### config.mk
export PLATFORM = sky130hd
export DESIGN_NAME = s32x_fb_arb
export DESIGN_NICKNAME = d
export VERILOG_FILES = /design/src/rtl/s32x_fb_arb_pkg.sv /design/src/rtl/s32x_fb_arb.sv
export SDC_FILE = /design/constraint.sdc
export NUM_CORES = 1
export LEC_CHECK = 0
export ABC_AREA = 1
export BUFFER_PORTS_ARGS = -buffer_cell sky130_fd_sc_hd__buf_2
export CAP_MARGIN = 10
export CORE_UTILIZATION = 47
export DETAILED_ROUTE_END_ITERATION = 6
export GPL_TIMING_DRIVEN = 1
export PLACE_DENSITY = 0.83
export SYNTH_ARGS = -nofsm -noshare
export SYNTH_HDL_FRONTEND = slang
export SYNTH_SLANG_ARGS = --single-unit
### constraint.sdc
create_clock -name CLK -period 2.71 [get_ports CLK]
set_input_delay 0.1355 -clock CLK [delete_from_list [all_inputs] [get_ports CLK]]
set_output_delay 0.1355 -clock CLK [all_outputs]
set_load 0.1 [all_outputs]
### src/rtl/s32x_fb_arb_pkg.sv
// Shared types and defaults for the 32X framebuffer arbiter.
package S32X_PKG;

    // Arbiter FSM: waiting for a grant, or running one memory access slot
    typedef enum logic {
        FB_IDLE,
        FB_ACCESS
    } FBARB_STATE_t;

    // Requester identities, listed in default priority order
    typedef enum logic [1:0] {
        REQ_DISP,
        REQ_FILL,
        REQ_WR,
        REQ_RD
    } FBARB_REQ_t;

    localparam int ACC_LEN_DEF   = 3;
    localparam int RD_STARVE_DEF = 4;

    // Byte-lane write strobes for a FIFO write. In the overwrite region a
    // zero byte is transparent and never written. Outside it, a zero byte
    // is still written when the other lane is also enabled, so a full-word
    // write keeps its zero half.
    function automatic logic [1:0] wr_lane_mask(input logic        ovr,
                                                input logic [15:0] d,
                                                input logic [1:0]  be);
        logic hi_nz;
        logic lo_nz;
        hi_nz = |d[15:8];
        lo_nz = |d[7:0];
        if (ovr) begin
            return {be[1] & hi_nz, be[0] & lo_nz};
        end
        return {be[1] & (hi_nz | be[0]), be[0] & (lo_nz | be[1])};
    endfunction

endpackage

### src/rtl/s32x_fb_arb.sv
// Framebuffer access arbiter: one bank, four requesters, fixed-length slots.
module s32x_fb_arb
    import S32X_PKG::*;
#(
    parameter int ACC_LEN   = ACC_LEN_DEF,
    parameter int RD_STARVE = RD_STARVE_DEF
) (
    input  logic        CLK,
    input  logic        RST_N,
    input  logic        REFRESH,
    input  logic        DISP_REQ,
    input  logic [15:0] DISP_A,
    output logic        DISP_ACK,
    output logic [15:0] DISP_Q,
    input  logic        FILL_REQ,
    input  logic [15:0] FILL_A,
    input  logic [15:0] FILL_D,
    output logic        FILL_ACK,
    input  logic        WR_REQ,
    input  logic [17:1] WR_A,
    input  logic [15:0] WR_D,
    input  logic [1:0]  WR_BE,
    output logic        WR_ACK,
    input  logic        RD_REQ,
    input  logic [15:0] RD_A,
    output logic        RD_ACK,
    output logic [15:0] RD_Q,
    output logic [15:0] MEM_A,
    output logic [15:0] MEM_DO,
    output logic [1:0]  MEM_WE,
    output logic        MEM_RD,
    input  logic [15:0] MEM_DI,
    output logic        BUSY
);

    localparam logic [2:0] CNT_LOAD   = 3'(ACC_LEN - 1);
    localparam logic [2:0] STARVE_LIM = 3'(RD_STARVE);

    FBARB_STATE_t state;
    FBARB_STATE_t state_nxt;
    FBARB_REQ_t   cur_id;
    FBARB_REQ_t   grant_id;
    logic         grant;
    logic         starve_hit;
    logic [2:0]   count;
    logic [2:0]   starve_cnt;

    // State register
    always_ff @(posedge CLK or negedge RST_N) begin
        if (!RST_N) begin
            state <= FB_IDLE;
        end else begin
            state <= state_nxt;
        end
    end

    // Grant decision in IDLE and slot-end detection in ACCESS
    always_comb begin
        state_nxt  = state;
        grant      = 1'b0;
        grant_id   = REQ_DISP;
        starve_hit = (starve_cnt == STARVE_LIM) && !REFRESH;
        if (state == FB_IDLE) begin
            if (DISP_REQ) begin
                grant    = 1'b1;
                grant_id = REQ_DISP;
            end else if (!REFRESH) begin
                if (RD_REQ && starve_hit) begin
                    grant    = 1'b1;
                    grant_id = REQ_RD;
                end else if (FILL_REQ) begin
                    grant    = 1'b1;
                    grant_id = REQ_FILL;
                end else if (WR_REQ) begin
                    grant    = 1'b1;
                    grant_id = REQ_WR;
                end else if (RD_REQ) begin
                    grant    = 1'b1;
                    grant_id = REQ_RD;
                end
            end
            if (grant) begin
                state_nxt = FB_ACCESS;
            end
        end else if (count == 3'd0) begin
            state_nxt = FB_IDLE;
        end
    end

    // Read starvation tracking: counts WR wins while a CPU read waits
    always_ff @(posedge CLK or negedge RST_N) begin
        if (!RST_N) begin
            starve_cnt <= 3'd0;
        end else if (!RD_REQ) begin
            starve_cnt <= 3'd0;
        end else if (grant && grant_id == REQ_RD) begin
            starve_cnt <= 3'd0;
        end else if (grant && grant_id == REQ_WR && starve_cnt != 3'd7) begin
            starve_cnt <= starve_cnt + 3'd1;
        end
    end

    // Access slot datapath: latch the granted request, count the slot, finish with ACK
    always_ff @(posedge CLK or negedge RST_N) begin
        if (!RST_N) begin
            cur_id   <= REQ_DISP;
            count    <= 3'd0;
            BUSY     <= 1'b0;
            MEM_A    <= 16'h0000;
            MEM_DO   <= 16'h0000;
            MEM_WE   <= 2'b00;
            MEM_RD   <= 1'b0;
            DISP_ACK <= 1'b0;
            FILL_ACK <= 1'b0;
            WR_ACK   <= 1'b0;
            RD_ACK   <= 1'b0;
            DISP_Q   <= 16'h0000;
            RD_Q     <= 16'h0000;
        end else begin
            DISP_ACK <= 1'b0;
            FILL_ACK <= 1'b0;
            WR_ACK   <= 1'b0;
            RD_ACK   <= 1'b0;
            if (grant) begin
                cur_id <= grant_id;
                count  <= CNT_LOAD;
                BUSY   <= 1'b1;
                case (grant_id)
                    REQ_DISP: begin
                        MEM_A  <= DISP_A;
                        MEM_WE <= 2'b00;
                        MEM_RD <= 1'b1;
                    end
                    REQ_FILL: begin
                        MEM_A  <= FILL_A;
                        MEM_DO <= FILL_D;
                        MEM_WE <= 2'b11;
                        MEM_RD <= 1'b0;
                    end
                    REQ_WR: begin
                        MEM_A  <= WR_A[16:1];
                        MEM_DO <= WR_D;
                        MEM_WE <= wr_lane_mask(WR_A[17], WR_D, WR_BE);
                        MEM_RD <= 1'b0;
                    end
                    default: begin
                        MEM_A  <= RD_A;
                        MEM_WE <= 2'b00;
                        MEM_RD <= 1'b1;
                    end
                endcase
            end else if (state == FB_ACCESS) begin
                if (count != 3'd0) begin
                    count <= count - 3'd1;
                end else begin
                    BUSY   <= 1'b0;
                    MEM_WE <= 2'b00;
                    MEM_RD <= 1'b0;
                    case (cur_id)
                        REQ_DISP: begin
                            DISP_ACK <= 1'b1;
                            DISP_Q   <= MEM_DI;
                        end
                        REQ_FILL: FILL_ACK <= 1'b1;
                        REQ_WR:   WR_ACK   <= 1'b1;
                        default: begin
                            RD_ACK <= 1'b1;
                            RD_Q   <= MEM_DI;
                        end
                    endcase
                end
            end
        end
    end

endmodule

==> flow_summary.ini <==
[synthesis]
synthCells = 504
synth-edff-count = 0
synthAdderAreaFrac = 0.0310
synth_xor_area_frac = 0.00217
synth_nets = 636
synth_top_family_by_area = simple AND/OR/NAND/NOR gates
ys_seq_area_frac = 0.502
netlist_area_mm2 = 0.00404
synth_mux_area_frac = 0
yosys_register_bits = 81
synth_cell_type_count = 27
postSynthAreaPerCell_um2 = 8.01
ys.flop_type = dfrtp_1
ys_warn_count = 0
synth_simple_gate_area_frac = 0.260
synth_compound_area_frac = 0.122
async_flop_share = 1.00

[min_path]
min_path_type = in2reg
hp-start = MEM_DI[1]
min_delay_path_depth = 3
hold_end = DISP_Q[1]

[sta]
finClkSkew_ps = 10.7
min_period_ps = 2400
clock.fmax_mhz = 416
tightest_slew_ps = 997
slew_violations = 0
rsz0062_at_grt = no
slew_headroom = 0.335
setup_violations = 0
finalHoldViolations = 0
fin_crit_sh = 0.887
finalSetupTns_ps = 0
finalWorstSetupSlack_ps = 307

[cells_and_area]
most-common-layout-cells = buf_2 (192), nand2_1 (185), dfrtp_1 (81), o21ai_0 (65), inv_1 (45)
area_delta_synth_final_pct = 29.7
antennaDiodeCount = 0
mostFrequentLayoutCell = buf_2
fin_nets = 818
drive_gt1_frac = 0.336

[setup_path]
crit_fanout = 21
reg2reg_from = starve_cnt[0]
r2r_setup_slack_ps = 310
cp.arrival_ps = 2660
cp.required_ps = 2970
startpoint = starve_cnt[0]
ff2ff_path_depth = 12
r2r-end = starve_cnt[1]
cp-end-kind = register
startpoint_type = register
criticalPathCategory = reg2reg

[drt]
drc = 0
first_iter_violations = 159
via_per_inst = 4.97
detail-route-antenna-nets = 0
firstDrtPassIters = 7
drt-total-wl_um = 10700
wl_per_cell_um = 13.5
vias = 3956

[die]
rows = 33
start_util = 0.489
die-area_mm2 = 0.00897
chipWidth_um = 94.7
coreArea_mm2 = 0.00826
io_pins = 194
die_h_um = 94.7

[place]
place_ws_ps = 368
port_buffers = 193
gp_congestion = 0.808
dp_hpwl_um = 7970

[flow_run]
max_cap_viol_count = 0

[cts]
clockBufferDepth = 2
cts_tree = yes
clk_latency_ps = 340
numCtsBuffers = 9
clockRootBuffer = clkbuf_8
clkSlewWorstSetupHoldPaths_ps = 90
cts_setup_buffers = 0
clkSinkCount = 81
htree_levels = 3

[global_route]
grt_max_degree = 82
grt_overflow = 0
antenna_found_initial = 0
grt_pass1_wl_um = 16200
grt_usage = 0.233
first_global_vias = 3499

[outcome]
status = complete, no violations
==> synthesized netlist by cell type, types with 2 or more instances <==
| library cell | instances | area, um^2 |
|---|---|---|
| dfrtp_1 | 81 | 2030 |
| nor2_2 | 2 | 12.5 |
| clkbuf_2 | 2 | 10.0 |
| buf_6 | 2 | 22.5 |
| clkbuf_1 | 7 | 26.3 |
| nand3_4 | 2 | 35.0 |
| a21oi_1 | 4 | 20.0 |
| ha_1 | 10 | 125 |
| nor3_1 | 2 | 10.0 |
| o21ai_0 | 66 | 330 |
| buf_4 | 3 | 22.5 |
| o21ai_1 | 24 | 120 |
| inv_1 | 45 | 169 |
| nand3_1 | 7 | 35.0 |
| buf_2 | 11 | 55.1 |
| nand4_1 | 17 | 106 |
| nand2_1 | 185 | 694 |
| o21bai_1 | 2 | 15.0 |
| nor2_1 | 13 | 48.8 |
| nand2_2 | 12 | 75.1 |
==> metrics by stage <==
stage	util	hold WS, ps	cell area, um^2	instances
floorplan	-	-160	4040	504
global placement	0.606	354	5000	779
detailed placement	0.606	375	5000	779
CTS	0.634	45.0	5240	796
global route	0.634	60.8	5240	796
finish	0.634	54.8	5240	796
==> worst max-delay path by stage <==
stage | to
floorplan | MEM_A[6]
global placement | MEM_A[14]
detailed placement | starve_cnt[1]
CTS | starve_cnt[0]
global route | starve_cnt[1]
finish | starve_cnt[1]
==> state kept, by name (all words and copies together) (netlist names) <==
register    count
MEM_WE          2
cur_id          2
MEM_RD          1
FILL_ACK        1
starve_cnt      3
state           1
RD_Q           16
MEM_A          16
RD_ACK          1
BUSY            1
DISP_ACK        1
WR_ACK          1
DISP_Q         16
count           3
MEM_DO         16
==> worst max-delay path, stage by stage (launching register included) <==
cell	delay, ps
dfrtp_1	410
inv_1	100
ha_1	200
nand4_1	90
o21ai_0	90
nand2_1	130
inv_1	90
ha_1	200
inv_1	430
nor2_1	190
nand2_1	180
nand2_1	80
a21oi_1	140
==> logic make-up (layout without fill, tap and decap cells) <==
group                      after synthesis  after routing
and+or+nand+nor                        242            242
buffers and inverters                   73            260
DFF                                     81             81
adders and majority gates               10             10
xor gates and xnor gates                 1              1
AOI/OAI and AO/OA                       97             97
==> per-layer routing <==
layer  vias to the layer above  GRT usage  share of wire
met3                         9     0.0620          0.096
li1                       1970          -              -
met4                         0     0.0720          0.010
met1                      1794      0.285           0.40
met2                       183      0.400           0.50
met5                         -          0              0
==> cell type report <==
type | instances | area, um^2
timing repair buffer | 197 | 1000
inverter | 47 | 180
multi-input combinational | 350 | 1680
clock buffer | 9 | 124
sequential | 81 | 2030
clock inverter | 7 | 100
fill | 725 | 3020
tap | 105 | 131
==> what timing repair did <==
action                                  in CTS  in global routing
endpoints found under the hold margin       16                  0
resized for setup                            0                  1
endpoints found under the setup margin       0                  3
hold buffers                                 1                  0
Power is not shown: default switching activity piles up to over one toggle a cycle in this logic, so the estimate is an artifact.
